==> src/rtl/uart_tx_arbiter.sv <==
`timescale 1ns/1ps
// ---------------------------------------------------------------------------
// uart_tx_arbiter
//
// Shares one serial transmit line between two byte producers. Each producer
// offers a byte over a valid/ready handshake. The line is granted per frame,
// round-robin on ties. The accepted byte is sent as an 8N1 frame with CLKDIV
// clock cycles per bit.
//
// Optional feature: define UART_TX_ARB_PARITY_EN to insert an even-parity bit
// between the data bits and the stop bit. This makes each frame 11 bit times
// long instead of 10.
//
// Ports:
//   clk          system clock, rising edge
//   resetn       asynchronous active-low reset
//   req0_valid   port 0 has a byte (CPU UART register path)
//   req0_data    port 0 byte, held stable while req0_valid is high
//   req0_ready   port 0 byte is accepted on this edge if req0_valid is high
//   req1_valid   port 1 has a byte (debug/trace source)
//   req1_data    port 1 byte, held stable while req1_valid is high
//   req1_ready   port 1 byte is accepted on this edge if req1_valid is high
//   ser_tx       serial output, idle high, driven from a flop
//   busy         a frame is in progress
//   grant        port that owns the current or most recent frame
// ---------------------------------------------------------------------------
module uart_tx_arbiter #(
    parameter int CLKDIV = 6
) (
    input  logic       clk,
    input  logic       resetn,
    input  logic       req0_valid,
    input  logic [7:0] req0_data,
    output logic       req0_ready,
    input  logic       req1_valid,
    input  logic [7:0] req1_data,
    output logic       req1_ready,
    output logic       ser_tx,
    output logic       busy,
    output logic       grant
);

    localparam int CNT_W = (CLKDIV > 1) ? $clog2(CLKDIV) : 1;
    localparam logic [CNT_W-1:0] DIV_LAST = CNT_W'(CLKDIV - 1);

    typedef enum logic [2:0] {
        IDLE,
        START,
        DATA,
`ifdef UART_TX_ARB_PARITY_EN
        PARITY,
`endif
        STOP
    } state_t;

    state_t           state;
    logic [CNT_W-1:0] div_cnt;
    logic [2:0]       bit_cnt;
    logic [7:0]       shift_reg;
    logic             last_grant;
`ifdef UART_TX_ARB_PARITY_EN
    logic             parity_bit;
`endif

    logic       slot_open;
    logic       winner;
    logic       accept;
    logic [7:0] win_data;

    // A new byte can be taken while idle, or in the last cycle of the stop
    // bit. Taking it in the last stop cycle gives back-to-back frames with
    // no idle gap.
    always_comb begin
        slot_open = (state == IDLE) || ((state == STOP) && (div_cnt == '0));
        if (req0_valid && req1_valid) begin
            winner = ~last_grant;
        end else begin
            winner = req1_valid;
        end
        req0_ready = slot_open & req0_valid & ~winner;
        req1_ready = slot_open & req1_valid & winner;
        accept     = req0_ready | req1_ready;
        win_data   = winner ? req1_data : req0_data;
    end

    always_ff @(posedge clk or negedge resetn) begin
        if (!resetn) begin
            state      <= IDLE;
            div_cnt    <= '0;
            bit_cnt    <= 3'd0;
            shift_reg  <= 8'h00;
            last_grant <= 1'b1;
            grant      <= 1'b0;
            ser_tx     <= 1'b1;
            busy       <= 1'b0;
`ifdef UART_TX_ARB_PARITY_EN
            parity_bit <= 1'b0;
`endif
        end else if (accept) begin
            // Accept can only happen in IDLE or in the final STOP cycle.
            // Both cases start a fresh frame with the start bit on this edge.
            state      <= START;
            div_cnt    <= DIV_LAST;
            bit_cnt    <= 3'd0;
            shift_reg  <= win_data;
            last_grant <= winner;
            grant      <= winner;
            ser_tx     <= 1'b0;
            busy       <= 1'b1;
`ifdef UART_TX_ARB_PARITY_EN
            parity_bit <= ^win_data;
`endif
        end else begin
            case (state)
                IDLE: begin
                    ser_tx <= 1'b1;
                    busy   <= 1'b0;
                end
                START: begin
                    if (div_cnt == '0) begin
                        state     <= DATA;
                        div_cnt   <= DIV_LAST;
                        ser_tx    <= shift_reg[0];
                        shift_reg <= {1'b0, shift_reg[7:1]};
                    end else begin
                        div_cnt <= div_cnt - 1'b1;
                    end
                end
                DATA: begin
                    if (div_cnt == '0) begin
                        div_cnt <= DIV_LAST;
                        if (bit_cnt == 3'd7) begin
                            bit_cnt <= 3'd0;
`ifdef UART_TX_ARB_PARITY_EN
                            state  <= PARITY;
                            ser_tx <= parity_bit;
`else
                            state  <= STOP;
                            ser_tx <= 1'b1;
`endif
                        end else begin
                            bit_cnt   <= bit_cnt + 3'd1;
                            ser_tx    <= shift_reg[0];
                            shift_reg <= {1'b0, shift_reg[7:1]};
                        end
                    end else begin
                        div_cnt <= div_cnt - 1'b1;
                    end
                end
`ifdef UART_TX_ARB_PARITY_EN
                PARITY: begin
                    if (div_cnt == '0) begin
                        state   <= STOP;
                        div_cnt <= DIV_LAST;
                        ser_tx  <= 1'b1;
                    end else begin
                        div_cnt <= div_cnt - 1'b1;
                    end
                end
`endif
                STOP: begin
                    // Without an accept on the last stop cycle, go back to idle.
                    if (div_cnt == '0) begin
                        state  <= IDLE;
                        busy   <= 1'b0;
                        ser_tx <= 1'b1;
                    end else begin
                        div_cnt <= div_cnt - 1'b1;
                    end
                end
                default: begin
                    state  <= IDLE;
                    busy   <= 1'b0;
                    ser_tx <= 1'b1;
                end
            endcase
        end
    end

endmodule

==> config.mk <==
export PLATFORM = sky130hd
export DESIGN_NAME = uart_tx_arbiter
export DESIGN_NICKNAME = d
export VERILOG_FILES = /design/src/rtl/uart_tx_arbiter.sv
export SDC_FILE = /design/constraint.sdc
export NUM_CORES = 1
export LEC_CHECK = 0
export BUFFER_PORTS_ARGS = -buffer_cell sky130_fd_sc_hd__buf_2
export CAP_MARGIN = 20
export CORE_MARGIN = 5
export CORE_UTILIZATION = 54
export DETAILED_ROUTE_END_ITERATION = 8
export PLACE_DENSITY = 0.86
export SLEW_MARGIN = 5
export SYNTH_ARGS = -nofsm -noshare
export SYNTH_HDL_FRONTEND = slang
export SYNTH_SLANG_ARGS = --single-unit
==> constraint.sdc <==
create_clock -name clk -period 2.5 [get_ports clk]
set_clock_uncertainty 0.15 [all_clocks]
set_input_delay 0.125 -clock clk [delete_from_list [all_inputs] [get_ports clk]]
set_output_delay 0.125 -clock clk [all_outputs]
set_load 0.02 [all_outputs]
==> reports/metrics.cfg <==
[clock_network]
ctsLongestPathBuffers = 2
clock_sink_count = 20
tritoncts.num_buffers = 3
worst_skew_pair.late_latency_ns = 0.29
tritoncts = built
post_cts_resize_count = 0
clock_tree.htree_level_count = 1
cts-root-buf = sky130_fd_sc_hd__clkbuf_4
clk_pin_slew_ns = 0.11

[global_routing]
antenna_found_initial = 0
grt_overflow = 0
global_route_wire_length_before_repair_mm = 4.919
vias_in_the_first_global_route = 1158
pin_count_of_the_biggest_net_entering_global_routing = 21
grtUsageTotal_pct = 18.64

[synth]
yosysTopAreaCell = sky130_fd_sc_hd__dfrtp_1
synthesis.area_per_instance_um2 = 9.971
synth.most_common_cell = sky130_fd_sc_hd__mux2i_1
syn-instance-count = 128
synth_enable_flop_cells = 0
synth_common_cells = 21 x sky130_fd_sc_hd__mux2i_1, 18 x sky130_fd_sc_hd__dfrtp_1, 11 x sky130_fd_sc_hd__nor2_1, 8 x sky130_fd_sc_hd__a21oi_1, 8 x sky130_fd_sc_hd__ha_1
synthDistinctLibCells = 35
yosys-top-cells-area = sky130_fd_sc_hd__dfrtp_1 35%, sky130_fd_sc_hd__mux2i_1 16%, sky130_fd_sc_hd__ha_1 7.8%
synth_sequential_area_ratio_pct = 39.41
yosys_register_bits = 20
yosysWarningCount = 0
synth.cell_area_um2 = 1276
postSynth.topFlopCell = sky130_fd_sc_hd__dfrtp_1
async_set_or_reset_register_ratio_after_synthesis_pct = 100.0
synthesis.nets = 156
synth_top_area_share_pct = 35.29

[worst_hold_path]
min-delay-path-class = in2reg
holdCritStartpoint = req1_data[5]
hold-path-endpoint = shift_reg[5]
timing.hold.worst_path_depth = 3

[timing]
fin_ws_ns = 0.2430
max_slew_margin_pct = 69.57
fmax_mhz = 443.1
final.period_utilization_pct = 90.28
final-setup-viol-count = 0
finalMaxSlewViolations = 0
timing.final.crit_period_ns = 2.257
final.setup.tns_ns = 0
timing.final.hold_violations = 0
measured_slew_at_the_worst_slew_check_pin_ns = 0.4565
rsz0062_at_grt = false

[setup_path]
worst_ep_required_time_ns = 2.23
worstPathArrival_ns = 1.98
worstReg2RegEnd = shift_reg[2]
crit-reg2reg-launch = state[0]
rr_worst_depth = 6
cp-end-kind = output port
cell_breakdown_of_the_critical_path = inv_1 > ha_1 > nor2b_1 > buf_4 > a21oi_2 > nand2b_1 > nor2_1 > buf_2
highest_net_fanout_along_the_worst_path = 10
timing.critical_path.from_type = register
worstSetupPathType = reg2out
critPathSlowestCell = sky130_fd_sc_hd__dfrtp_1
slowest_delay_ns = 0.40
worst-r2r-setup-slack_ns = 0.50

[die]
total_die_area_um2 = 3436
initial_core_util_pct = 57.14
fp.dieW_um = 58.62
fp.dieH_um = 58.62
placement_rows = 17
io_pins = 25
core-area_um2 = 2233

[job]
max-cap-violations = 0

[detailed_routing]
num_vias = 1098
final_antenna_net_count = 0
remaining_drcs = 0
wire_per_inst_um = 14.69
drt_iter0_markers = 44
drt_wl_total_mm = 2.850
post_drt_via_cell_ratio = 5.660
first_pass_iters = 5

[placed_design]
globalplace.congestion = 0.8588
buffer_ports.inserted = 24
place_ws_ns = 0.5059
dp_hpwl_mm = 2.000
placed_cells = 177

[cells_and_area]
post_route_cells_drive_above_1_share_pct = 22.89
stdcell_count = 194
antenna-diode-count = 0
final_standard_cell_utilization_of_the_core_pct = 70.70
nets = 196
number_of_flip_flops_under_the_largest_register_name = 8
syn_to_final_growth_pct = 23.73

[status]
status = finished clean

[power_and_ir_drop]
power.leakage_uw = 0.0007814
irDropWorstVdd_uv = 775.7
power_density_nw_per_um2 = 1055

[cells in the final DEF, fill, tap and decap left out]
cell type / n
sky130_fd_sc_hd__mux2_2: 2
sky130_fd_sc_hd__nor3b_1: 1
sky130_fd_sc_hd__nor3_1: 2
sky130_fd_sc_hd__o221ai_1: 1
sky130_fd_sc_hd__or3_1: 1
sky130_fd_sc_hd__a21oi_2: 1
sky130_fd_sc_hd__o22ai_1: 4
sky130_fd_sc_hd__ha_1: 8
sky130_fd_sc_hd__a22oi_1: 1
sky130_fd_sc_hd__o21ai_0: 5
sky130_fd_sc_hd__and3_1: 1
sky130_fd_sc_hd__o21ai_4: 1
sky130_fd_sc_hd__a211oi_1: 1
sky130_fd_sc_hd__nor2b_2: 1
sky130_fd_sc_hd__clkbuf_4: 3
sky130_fd_sc_hd__nor2_1: 11
sky130_fd_sc_hd__a21o_1: 3
sky130_fd_sc_hd__a21oi_4: 1
sky130_fd_sc_hd__a21boi_0: 1
sky130_fd_sc_hd__nand2b_1: 2
sky130_fd_sc_hd__nor2b_1: 5
sky130_fd_sc_hd__nand3_1: 3
sky130_fd_sc_hd__or2_1: 1
sky130_fd_sc_hd__a22o_1: 1
sky130_fd_sc_hd__dfstp_2: 2
sky130_fd_sc_hd__buf_4: 3
sky130_fd_sc_hd__inv_1: 7
sky130_fd_sc_hd__nor4_1: 1
sky130_fd_sc_hd__a21oi_1: 8
sky130_fd_sc_hd__nand2_1: 6
sky130_fd_sc_hd__dlygate4sd3_1: 14
sky130_fd_sc_hd__buf_2: 24
sky130_fd_sc_hd__dfrtp_1: 18
sky130_fd_sc_hd__xnor2_1: 1
sky130_fd_sc_hd__mux2i_1: 21
[worst max-delay path, delay by kind of cell, from the launching register on]
| family | cells | cell delay (ns) |
|---|---|---|
| buf+inv | 3 | 0.41 |
| flops | 1 | 0.40 |
| simple gates | 3 | 0.38 |
| compound gates | 1 | 0.26 |
| fa+ha+maj | 1 | 0.23 |
[stage by stage]
step           area [um^2]  hold WS, ns  power (uW)
5_1_grt               1579     0.008516        1823
4_1_cts               1579    0.0006424        1669
3_3_place_gp          1416     -0.05524        1427
2_1_floorplan         1276      -0.3206        1277
6_report              1579      0.01190        1666
3_5_place_dp          1416     -0.05135        1484
[what timing repair did]
| action | 4_1_cts | 5_1_grt |
|---|---|---|
| hold endpoints to repair | 27 | 0 |
| setup buffers | 0 | 0 |
| hold buffers | 14 | 0 |
[worst max-delay path by stage]
stage                     startpoint      endpoint  slack [ns]
final                     div_cnt[0]    req0_ready        0.24
after global routing      div_cnt[0]    req0_ready        0.09
after global placement      state[0]  shift_reg[3]        0.61
after floorplan           div_cnt[0]        ser_tx        0.67
after detailed placement    state[0]  shift_reg[2]        0.51
after CTS                 div_cnt[0]    req0_ready        0.24
[cell type report]
type	count	area, um^2
multi-input cells	95	709.4
fillers	178	654.4
flip-flops and latches	20	503.0
repair buffers	41	282.8
well taps	28	35.03
inverters	7	26.28
clock buffers	3	22.52
[logic make-up after synthesis]
logic type / Yosys count / share of synthesized area [%]
muxes: 23 / 18.24
DFF: 20 / 39.41
buffers and inverters: 13 / 5.000
AOI/OAI and AO/OA: 28 / 15.20
and+or+nand+nor: 35 / 13.63
adders and majority gates: 8 / 7.843
xor gates and xnor gates: 1 / 0.6864
[metal layers]
layer	wire [um]	global-route usage (%)
met5	0	0
met4	48	7.767
met3	145	2.851
met2	1430	32.70
met1	1226	22.63
[report_power, final]
part           switching [uW]  internal, uW  total [uW]  leakage (uW)
clock network            94.9          56.1         151     0.0000138
logic                     527           425         952      0.000529
registers                85.3           478         563      0.000238
total                     707           959        1670      0.000781
(Power assumes the default switching activity.)
